### config.mk
export PLATFORM = sky130hd
export DESIGN_NAME = pipeline_cmd_issuer
export DESIGN_NICKNAME = d
export VERILOG_FILES = /design/src/rtl/pipeline_cmd_issuer_pkg.sv /design/src/rtl/pipeline_cmd_issuer_byte_shifter.sv /design/src/rtl/pipeline_cmd_issuer.sv
export SDC_FILE = /design/constraint.sdc
export NUM_CORES = 1
export LEC_CHECK = 0
export CORE_UTILIZATION = 47
export CTS_BUF_LIST = sky130_fd_sc_hd__clkbuf_8 sky130_fd_sc_hd__clkbuf_16
export DETAILED_ROUTE_END_ITERATION = 8
export HOLD_SLACK_MARGIN = 0.08
export PLACE_DENSITY = 0.82
export SYNTH_ARGS = -nofsm -noshare
export SYNTH_HDL_FRONTEND = slang
export SYNTH_HIERARCHICAL = 1
export SYNTH_SLANG_ARGS = --single-unit
### constraint.sdc
create_clock -name clk -period 2.4 [get_ports clk]
set_input_delay 0.24 -clock clk [delete_from_list [all_inputs] [get_ports clk]]
set_output_delay 0.24 -clock clk [all_outputs]
set_load 0.1 [all_outputs]
### src/rtl/pipeline_cmd_issuer_pkg.sv
`default_nettype none
// ============================================================================
// Module      : pipeline_cmd_issuer_pkg
// Description : Shared definitions for the pipeline command issuer: opcode
//               values, FSM state encoding and payload-length helpers.
//               Ports : none (package)
// Revision    : 1.0 - initial release
// ============================================================================
package pipeline_cmd_issuer_pkg;

    localparam logic [7:0] c_OP_WRITE_INSTR = 8'h01;
    localparam logic [7:0] c_OP_WRITE_REG   = 8'h02;
    localparam logic [7:0] c_OP_UPDATE      = 8'h03;
    localparam logic [7:0] c_OP_ALLOC       = 8'h04;

    // Width of the payload byte counter; comfortably covers every payload.
    localparam int c_LEN_W = 8;

    typedef enum logic [1:0] {
        S_IDLE     = 2'd0,
        S_PAYLOAD  = 2'd1,
        S_ISSUE    = 2'd2,
        S_WAIT_ACK = 2'd3
    } state_t;

    function automatic logic op_known(input logic [7:0] op);
        return (op == c_OP_WRITE_INSTR) || (op == c_OP_WRITE_REG) ||
               (op == c_OP_UPDATE)      || (op == c_OP_ALLOC);
    endfunction

    // Number of payload bytes following an opcode byte.
    function automatic logic [c_LEN_W-1:0] payload_len(input logic [7:0] op,
                                                       input int iw,
                                                       input int dw);
        logic [c_LEN_W-1:0] len;
        case (op)
            c_OP_WRITE_INSTR: len = c_LEN_W'(1 + iw / 8);
            c_OP_WRITE_REG:   len = c_LEN_W'(2 + dw / 8);
            c_OP_ALLOC:       len = c_LEN_W'(3 * dw / 8);
            default:          len = '0;
        endcase
        return len;
    endfunction

endpackage
`default_nettype wire

### src/rtl/pipeline_cmd_issuer_byte_shifter.sv
`default_nettype none
// ============================================================================
// Module      : cmd_byte_shifter
// Description : Payload byte counter plus MSB-first shift register. The
//               combinational o_next shows the register contents including
//               the byte being accepted now, so the caller can latch complete
//               fields on the same edge that takes the final byte.
//   clk, rst  : clock, synchronous active-high reset
//   i_load    : start a new payload of i_len bytes (clears history)
//   i_shift   : shift i_byte in (ignored when no bytes remain)
//   o_last    : exactly one payload byte remains
//   o_next    : {history, i_byte}, right-aligned payload
// Revision    : 1.0 - initial release
// ============================================================================
module cmd_byte_shifter #(
    parameter int SHIFT_W = 48,
    parameter int CNT_W   = 8
) (
    input  logic               clk,
    input  logic               rst,
    input  logic               i_load,
    input  logic [CNT_W-1:0]   i_len,
    input  logic               i_shift,
    input  logic [7:0]         i_byte,
    output logic               o_last,
    output logic [SHIFT_W-1:0] o_next
);

    logic [CNT_W-1:0]   r_cnt;
    // Only the older bytes are stored; the newest byte comes straight from i_byte.
    logic [SHIFT_W-9:0] r_hist;
    logic [SHIFT_W-1:0] w_next;

    assign w_next = {r_hist, i_byte};
    assign o_next = w_next;
    assign o_last = (r_cnt == CNT_W'(1));

    always_ff @(posedge clk) begin
        if (rst) begin
            r_cnt  <= '0;
            r_hist <= '0;
        end else if (i_load) begin
            r_cnt  <= i_len;
            r_hist <= '0;
        end else if (i_shift && (r_cnt != '0)) begin
            r_cnt  <= r_cnt - CNT_W'(1);
            r_hist <= w_next[SHIFT_W-9:0];
        end
    end

endmodule
`default_nettype wire

### src/rtl/pipeline_cmd_issuer.sv
`default_nettype none
// ============================================================================
// Module      : pipeline_cmd_issuer
// Description : Parses a byte-serial command stream (opcode + big-endian
//               payload) and issues single-cycle write/update/alloc strobes,
//               waiting for acks on the write commands with a timeout.
//   clk, reset              : clock, synchronous active-high reset
//   in_byte/_valid/_ready   : command byte stream handshake
//   block_target, reg_target, instr_val, ctrl_data, buf_init_delay
//                           : latched command fields (held until overwritten)
//   instr_write, reg_write, reg_update, alloc_delay : 1-cycle strobes
//   instr_write_ack, reg_write_ack : acks for the write strobes
//   resetting               : downstream busy-resetting, holds issue
//   busy, error, cmd_count  : status (error sticky until reset)
// Revision    : 1.0 - initial release
// ============================================================================
module pipeline_cmd_issuer
    import pipeline_cmd_issuer_pkg::*;
#(
    parameter int n_blocks    = 256,
    parameter int data_width  = 16,
    parameter int instr_width = 32,
    parameter int ack_timeout = 255
) (
    input  logic                          clk,
    input  logic                          reset,
    input  logic [7:0]                    in_byte,
    input  logic                          in_byte_valid,
    output logic                          in_byte_ready,
    output logic [$clog2(n_blocks)-1:0]   block_target,
    output logic [$clog2(n_blocks)+3:0]   reg_target,
    output logic [instr_width-1:0]        instr_val,
    output logic [data_width-1:0]         ctrl_data,
    output logic [2*data_width-1:0]       buf_init_delay,
    output logic                          instr_write,
    output logic                          reg_write,
    output logic                          reg_update,
    output logic                          alloc_delay,
    input  logic                          instr_write_ack,
    input  logic                          reg_write_ack,
    input  logic                          resetting,
    output logic                          busy,
    output logic                          error,
    output logic [15:0]                   cmd_count
);

    localparam int c_BLK_W   = $clog2(n_blocks);
    localparam int c_W_INSTR = 8 + instr_width;
    localparam int c_W_REG   = 16 + data_width;
    localparam int c_W_ALLOC = 3 * data_width;
    localparam int c_W_IR    = (c_W_INSTR > c_W_REG) ? c_W_INSTR : c_W_REG;
    localparam int c_SHIFT_W = (c_W_IR > c_W_ALLOC) ? c_W_IR : c_W_ALLOC;
    localparam int c_TO_W    = $clog2(ack_timeout + 1);

    state_t                   r_state;
    logic [7:0]               r_op;
    logic                     r_fired;
    logic [c_TO_W-1:0]        r_to_cnt;
    logic [c_BLK_W-1:0]       r_block;
    logic [c_BLK_W+3:0]       r_reg_target;
    logic [instr_width-1:0]   r_instr;
    logic [data_width-1:0]    r_ctrl;
    logic [2*data_width-1:0]  r_delay;
    logic                     r_instr_write;
    logic                     r_reg_write;
    logic                     r_reg_update;
    logic                     r_alloc_delay;
    logic                     r_error;
    logic [15:0]              r_cmd_count;

    logic                     w_ready;
    logic                     w_op_known;
    logic [c_LEN_W-1:0]       w_len;
    logic                     w_sh_load;
    logic                     w_sh_shift;
    logic                     w_sh_last;
    logic [c_SHIFT_W-1:0]     w_sh_next;
    logic                     w_needs_ack;
    logic                     w_ack_match;

    assign w_ready     = (r_state == S_IDLE) || (r_state == S_PAYLOAD);
    assign w_op_known  = op_known(in_byte);
    assign w_len       = payload_len(in_byte, instr_width, data_width);
    assign w_sh_load   = (r_state == S_IDLE) && in_byte_valid && w_op_known;
    assign w_sh_shift  = (r_state == S_PAYLOAD) && in_byte_valid;
    assign w_needs_ack = (r_op == c_OP_WRITE_INSTR) || (r_op == c_OP_WRITE_REG);
    // Only the ack belonging to the command in flight is looked at.
    assign w_ack_match = ((r_op == c_OP_WRITE_INSTR) && instr_write_ack) ||
                         ((r_op == c_OP_WRITE_REG)   && reg_write_ack);

    cmd_byte_shifter #(
        .SHIFT_W (c_SHIFT_W),
        .CNT_W   (c_LEN_W)
    ) u_shifter (
        .clk     (clk),
        .rst     (reset),
        .i_load  (w_sh_load),
        .i_len   (w_len),
        .i_shift (w_sh_shift),
        .i_byte  (in_byte),
        .o_last  (w_sh_last),
        .o_next  (w_sh_next)
    );

    // ISSUE has two phases tracked by r_fired: first wait for resetting to be
    // low and arm the strobe register, then the strobe is visible for one
    // cycle (the "strobe cycle"), during which an ack already counts.
    always_ff @(posedge clk) begin
        if (reset) begin
            r_state       <= S_IDLE;
            r_op          <= '0;
            r_fired       <= 1'b0;
            r_to_cnt      <= '0;
            r_block       <= '0;
            r_reg_target  <= '0;
            r_instr       <= '0;
            r_ctrl        <= '0;
            r_delay       <= '0;
            r_instr_write <= 1'b0;
            r_reg_write   <= 1'b0;
            r_reg_update  <= 1'b0;
            r_alloc_delay <= 1'b0;
            r_error       <= 1'b0;
            r_cmd_count   <= '0;
        end else begin
            r_instr_write <= 1'b0;
            r_reg_write   <= 1'b0;
            r_reg_update  <= 1'b0;
            r_alloc_delay <= 1'b0;
            case (r_state)
                S_IDLE: begin
                    if (in_byte_valid) begin
                        if (w_op_known) begin
                            r_op    <= in_byte;
                            r_state <= (w_len == '0) ? S_ISSUE : S_PAYLOAD;
                        end else begin
                            r_error <= 1'b1;
                        end
                    end
                end
                S_PAYLOAD: begin
                    if (in_byte_valid && w_sh_last) begin
                        case (r_op)
                            c_OP_WRITE_INSTR: begin
                                r_block <= w_sh_next[instr_width +: c_BLK_W];
                                r_instr <= w_sh_next[instr_width-1:0];
                            end
                            c_OP_WRITE_REG: begin
                                r_reg_target <= {w_sh_next[data_width+8 +: c_BLK_W],
                                                 w_sh_next[data_width +: 4]};
                                r_ctrl       <= w_sh_next[data_width-1:0];
                            end
                            c_OP_ALLOC: begin
                                r_ctrl  <= w_sh_next[2*data_width +: data_width];
                                r_delay <= w_sh_next[2*data_width-1:0];
                            end
                            default: ;
                        endcase
                        r_state <= S_ISSUE;
                    end
                end
                S_ISSUE: begin
                    if (r_fired) begin
                        r_fired <= 1'b0;
                        if (w_needs_ack && !w_ack_match) begin
                            r_to_cnt <= '0;
                            r_state  <= S_WAIT_ACK;
                        end else begin
                            r_cmd_count <= r_cmd_count + 16'd1;
                            r_state     <= S_IDLE;
                        end
                    end else if (!resetting) begin
                        r_fired <= 1'b1;
                        case (r_op)
                            c_OP_WRITE_INSTR: r_instr_write <= 1'b1;
                            c_OP_WRITE_REG:   r_reg_write   <= 1'b1;
                            c_OP_UPDATE:      r_reg_update  <= 1'b1;
                            default:          r_alloc_delay <= 1'b1;
                        endcase
                    end
                end
                S_WAIT_ACK: begin
                    if (w_ack_match) begin
                        r_cmd_count <= r_cmd_count + 16'd1;
                        r_state     <= S_IDLE;
                    end else if (r_to_cnt == c_TO_W'(ack_timeout - 1)) begin
                        r_error <= 1'b1;
                        r_state <= S_IDLE;
                    end else begin
                        r_to_cnt <= r_to_cnt + c_TO_W'(1);
                    end
                end
                default: r_state <= S_IDLE;
            endcase
        end
    end

    assign in_byte_ready  = w_ready;
    assign busy           = (r_state != S_IDLE);
    assign block_target   = r_block;
    assign reg_target     = r_reg_target;
    assign instr_val      = r_instr;
    assign ctrl_data      = r_ctrl;
    assign buf_init_delay = r_delay;
    assign instr_write    = r_instr_write;
    assign reg_write      = r_reg_write;
    assign reg_update     = r_reg_update;
    assign alloc_delay    = r_alloc_delay;
    assign error          = r_error;
    assign cmd_count      = r_cmd_count;

endmodule
`default_nettype wire
Word-level counts from Yosys, hierarchy flattened
Index checks and enable logic that the tools add are counted.
{"block": "totals", "rom_bits": 0, "regBits": 188, "wordCells": 114, "mem_count": 0, "ramBits": 0, "latch_bits": 0, "out_inout_bits": 123}
{"block": "classes", "add_sub_neg": 3, "n_eq_ne": 25, "n_mul": 0, "shift": 0, "bitwise": 1, "n_reduce_logical": 35, "muxes": 33, "div_mod_pow": 0, "n_lt_le_gt_ge": 0}
{"cell": "case mux 16 bit (2 select lines)", "n": 2}
{"cell": "2-to-1 mux 16 bit", "n": 3}
{"cell": "2-to-1 mux 8 bit", "n": 6}
{"cell": "equality test 8 x 2 -> 1 bit (second input constant)", "n": 4}
{"cell": "equality test 8 x 1 -> 1 bit (second input constant)", "n": 3}
{"cell": "!= test 2 bit (second input constant)", "n": 10}
{"cell": "adder 16 x 1 -> 16 bit (second input constant)", "n": 1}
{"cell": "equality test 8 x 3 -> 1 bit (second input constant)", "n": 2}
{"cell": "2-to-1 mux 2 bit", "n": 8}
{"cell": "case mux 8 bit (2 select lines)", "n": 1}
{"cell": "AND reduction 3 bit", "n": 5}
{"cell": "AND reduction 5 bit", "n": 3}
{"cell": "2-to-1 mux 1 bit", "n": 10}
{"cell": "nonzero test 2 bit", "n": 5}
{"cell": "case mux 3 bit (3 select lines)", "n": 1}
{"cell": "adder 8 x 1 -> 8 bit (second input constant)", "n": 1}
{"cell": "equality test 8 bit (second input constant)", "n": 1}
{"cell": "logical AND 1 bit", "n": 8}
{"cell": "zero test 8 bit", "n": 1}
{"cell": "case mux 2 bit (4 select lines)", "n": 1}
{"cell": "nonzero test 8 bit", "n": 1}
{"cell": "subtractor 8 x 1 -> 8 bit (second input constant)", "n": 1}
{"cell": "logical OR 1 bit", "n": 6}
{"cell": "equality test 2 bit (second input constant)", "n": 2}
{"cell": "11 further kinds", "n": 11}

Longest topological paths before layout
{"block": "logic_depth", "depth_word": 8, "ltp_mapped": 10}

Cells and area by module
The synthesis kept the hierarchy.
{"module": "pipeline_cmd_issuer", "cells_per_inst": 677, "n_inst": 1, "seq_area_each_um2": 2802.7, "area_each_um2": 5709.2}
{"module": "cmd_byte_shifter", "cells_per_inst": 247, "n_inst": 1, "seq_area_each_um2": 960.9, "area_each_um2": 1963.1}

Worst setup path after synthesis
No wires, ideal clock.
{"block": "synth_path", "path_type": "reg2reg", "start": "register r_state[1]", "end": "register u_shifter.r_cnt[1]", "path_stages_with_launch": 8, "setup_ps": 127, "arrival_ps": 2464, "n_path_buf": 2, "setup_slack_ps": -191, "t_required_ps": 2273, "cell_sequence": "dfxtp_1 clkbuf_1 inv_1 nand2_1 nor3_2 clkbuf_1 nor4_1 or3_1"}
{"block": "synth_via", "elab_chain_cells": 4}
{"element": "from (decl)", "line_no": "pipeline_cmd_issuer.sv:55", "rtl": "state_t r_state;"}
{"element": "from (signal assigned)", "line_no": "pipeline_cmd_issuer.sv:135", "rtl": "r_state <= (w_len == '0) ? S_ISSUE : S_PAYLOAD;"}
{"element": "zero test 2 bit *", "line_no": "pipeline_cmd_issuer.sv:84", "rtl": "assign w_sh_load = (r_state == S_IDLE) && in_byte_valid && w_op_known;"}
{"element": "logical AND 1 bit * (2 in a row)", "line_no": "pipeline_cmd_issuer.sv:84"}
{"element": "named net w_sh_load", "line_no": "pipeline_cmd_issuer.sv:74", "rtl": "logic w_sh_load;"}
{"element": "2-to-1 mux 8 bit / nonzero test 2 bit (equally long branches)"}
{"element": "to (signal assigned)", "line_no": "pipeline_cmd_issuer_byte_shifter.sv:43", "rtl": "r_cnt <= i_len;"}
{"element": "to (signal assigned)", "line_no": "pipeline_cmd_issuer_byte_shifter.sv:46", "rtl": "r_cnt <= r_cnt - CNT_W'(1);"}
{"element": "to (decl)", "line_no": "pipeline_cmd_issuer_byte_shifter.sv:29", "rtl": "logic [CNT_W-1:0] r_cnt;"}
Mark *: on every way through the listed nets, which the timed path passes. The rest lies on a longest branch.
A chain may end at the register's enable or synchronous reset.

Worst setup path after layout
{"block": "layout_path", "start": "register u_shifter.r_cnt[3]", "end": "register r_instr[9], in the netlist instr_val[9]"}
{"block": "layout_via", "elab_chain_cells": 3}
{"element": "equality test 8 x 1 -> 1 bit", "line_no": "pipeline_cmd_issuer_byte_shifter.sv:36", "rtl": "assign o_last = (r_cnt == CNT_W'(1));"}
{"element": "named net w_sh_last", "line_no": "pipeline_cmd_issuer.sv:76", "rtl": "logic w_sh_last;"}
{"element": "logical AND 1 bit", "line_no": "pipeline_cmd_issuer.sv:142", "rtl": "if (in_byte_valid && w_sh_last) begin"}
{"element": "AND reduction 3 bit (no source line)"}
{"element": "to (signal assigned)", "line_no": "pipeline_cmd_issuer.sv:146", "rtl": "r_instr <= w_sh_next[instr_width-1:0];"}
{"element": "to (decl)", "line_no": "pipeline_cmd_issuer.sv:61", "rtl": "logic [instr_width-1:0] r_instr;"}
The timed path passes the listed nets, and every way through them passes these cells.

==> results by group <==
Placement
  • Hpwl dp: 13.7 mm
  • Placed Cells: 1248
  • Port Buffers: 136
  • Routability cong.: 0.831

Logic synthesis
  • Post-synth EDFFs: 0
  • Post-synthesis cell count: 924
  • Top cells by area, synth: dfxtp_1, nand2_1, a21oi_1, mux2i_1, nor2_1
  • Syn Area/Cell: 8.30 um2
  • Synth unique cells: 59
  • YS warnings: 6
  • Seq/Total Area, Yosys: 0.491
  • Synth Register Bits: 188
  • Cell Area, Synth: roughly 0.0077 mm2
  • Area leader, netlist: dfxtp_1
  • FFs w/ async S/R, synth: 0
  • Most common cell in the synthesized netlist: nand2_1
  • Synth cell count leaders: nand2_1, dfxtp_1, a21oi_1
  • Synth top area share: 0.491
  • Main synth FF type: dfxtp_1

Layout
  • Layout Utilization: 0.611
  • Fin cells: 1285
  • Layout cell share with drive strength beyond 1: 0.201
  • Nets@finish: approximately 1100
  • Layout area overhead: 26.4%
  • Fillers: 1409

Pwr
  • Combinational share of power: 0.026
  • Sw Ratio: 0.219
  • P_leak: around 3.7 nW
  • Sequential power share: 0.504
  • PwrDens: about 640 mW/mm2
  • Clock share of power: 0.470
  • Worst vdd ir: 0.490 mV
  • Internal Dissipation: between 0.004 and 0.005 W
  • Switching power: 0.00136 W

Drt
  • First-pass DRT Iterations: 8
  • Routed wire per std cell: 16.2 um
  • Total Wirelength: 20.8 mm
  • Met2 wire length: 9.56 mm
  • Routed vias/inst: 5.40
  • DRC viols: 0
  • Met3 wire length: 1.44 mm
  • Initial drt markers: 656
  • Post-route ant nets: 0
  • Wl on met1: ~9 mm
  • Routed vias: 6936
  • Top routing layer in use: met4

Timing
  • Min Tclk post-route: 2340 ps
  • Period utilization: 0.974
  • Maximum clock frequency: 428 MHz
  • Setup violations, final: 0
  • Slew @ Worst Pin: 547 ps
  • Max_slew headroom: 0.634
  • Max Slew Vio Count: 0
  • Final-report hold violation count: 0
  • Clock skew: 11.5 ps

GRT
  • Largest net degree at the start of global routing: 51
  • Initial antenna violation count: 1
  • First-pass GRT wire length: 31.6 mm
  • GRT Residual Overflow: 0
  • All-Layer GR Usage: 0.242
  • Number of global-route vias before repair: 6274

Critical path
  • Max FO, Critical Path: 20
  • CP required: 2750 ps
  • CP Launch Type: flop
  • Critical Path AT: 2690 ps
  • CP Class: reg -> reg
  • Crit end category: flop

Floorplanning
  • I/O pins: ~140
  • Die Ht: 130 um
  • Die area: 0.0168 mm2
  • Initial Util: 0.483
  • Chip Width: 130 um
  • Core area: 0.0159 mm2
  • Rows: 46

CTS
  • Clock Sinks: 188
  • Clock latency on the worst-skew pair: 430 ps
  • Max clock buf depth: 2
  • Root buf cell: clkbuf_16
  • H-tree depth: 4
  • Cts-stage hold buffer count: 0
  • CTS Buf Count: 17
  • Clk slew on worst S/H paths: 70 ps
  • CTS tree: yes

Outcome
  • Status: finished clean

Worst hold path
  • Hold Path Class: in -> reg

Flow run
  • Maxcap violations: 0
-- state kept, by name (all words and copies together), names as in the netlist, 12 cells and up --
register	count
u_shifter/r_hist	40
buf_init_delay	32
instr_val	32
cmd_count	16
ctrl_data	16
reg_target	12
-- metal layers --
layer / vias up / track usage
li1: 3422 / -
met1: 3231 / 0.326
met2: 243 / 0.377
met3: 40 / 0.0492
met4: 0 / 0.101
met5: - / 0
-- power by group through the flow --
stage	clock (W)	sequential, W	combinational (W)
after floorplan	0	0.00320	0.0000847
after global placement	0	0.00320	0.000156
after detailed placement	0	0.00319	0.000157
after CTS	0.00294	0.00312	0.000157
after global routing	0.00306	0.00312	0.000171
final	0.00291	0.00312	0.000159
-- cell families after synthesis --
kind of cell | after synthesis | share of synthesized area
xor gates and xnor gates | 6 | 0.00685
AOI/OAI and AO/OA | 206 | 0.164
other | 1 | 0.000489
and+or+nand+nor | 399 | 0.232
DFF | 188 | 0.491
adders and majority gates | 6 | 0.00978
muxes | 34 | 0.0447
buffers and inverters | 84 | 0.0517
-- stage by stage --
stage / cell area [um2] / setup TNS (ps) / total power, W / hold WS (ps) / setup slack, ps
detailed placement: 9030 / 0 / 0.00335 / 448 / 103
CTS: 9640 / 0 / 0.00622 / 254 / 79.2
floorplan: 7690 / 0 / 0.00329 / 376 / 9.83
global route: 9700 / -66.6 / 0.00636 / 293 / -10.0
global placement: 9030 / 0 / 0.00335 / 443 / 143
finish: 9700 / 0 / 0.00619 / 260 / 62.9
-- critical path, cell delays in order (launching register included) --
cell and delay (ps):
dfxtp_1 330, or4_1 560, nor2_2 160, nand4_1 220, buf_4 260, nor3_4 160
buf_4 180, buf_8 200, nand2_1 80, a21oi_1 130
-- placed cells by master, fill, tap and decap left out, types with 12 or more instances in the layout --
cell type / instances
a21oi_1: 132
nand2_1: 249
buf_4: 155
or3_1: 12
clkbuf_16: 18
inv_1: 15
dfxtp_1: 187
clkdlybuf4s50_1: 12
o21ai_0: 14
nor2_1: 60
a211oi_1: 20
mux2i_1: 32
-- cell type report --
| class | instances | area, um2 | share of cell area |
|---|---|---|---|
| well taps | 216 | 270 | 0.0279 |
| diodes | 1 | 2.50 | 0.000258 |
| inverters | 17 | 67.6 | 0.00697 |
| repair buffers | 175 | 1440 | 0.148 |
| clock buffers | 17 | 425 | 0.0439 |
| clock inverters | 15 | 191 | 0.0197 |
| multi-input cells | 656 | 3540 | 0.365 |
| flip-flops and latches | 188 | 3760 | 0.388 |
-- worst paths after layout --
| kind | startpoint | to | slack (ps) | depth (start not counted) |
|---|---|---|---|---|
| setup reg to reg | u_shifter/r_cnt[3] | instr_val[9] | 60 | 9 |
| setup / recovery | u_shifter/r_cnt[3] | instr_val[9] | 60 | 9 |
| hold reg to reg | buf_init_delay[5] | buf_init_delay[5] | 460 | 2 |
| hold / removal | reset | r_fired | 260 | 2 |
-- timing repair --
action / CTS / global route
resized for setup: 0 / 4
setup endpoints to repair: 0 / 23
setup buffers: 0 / 2
(Power assumes the default switching activity.)
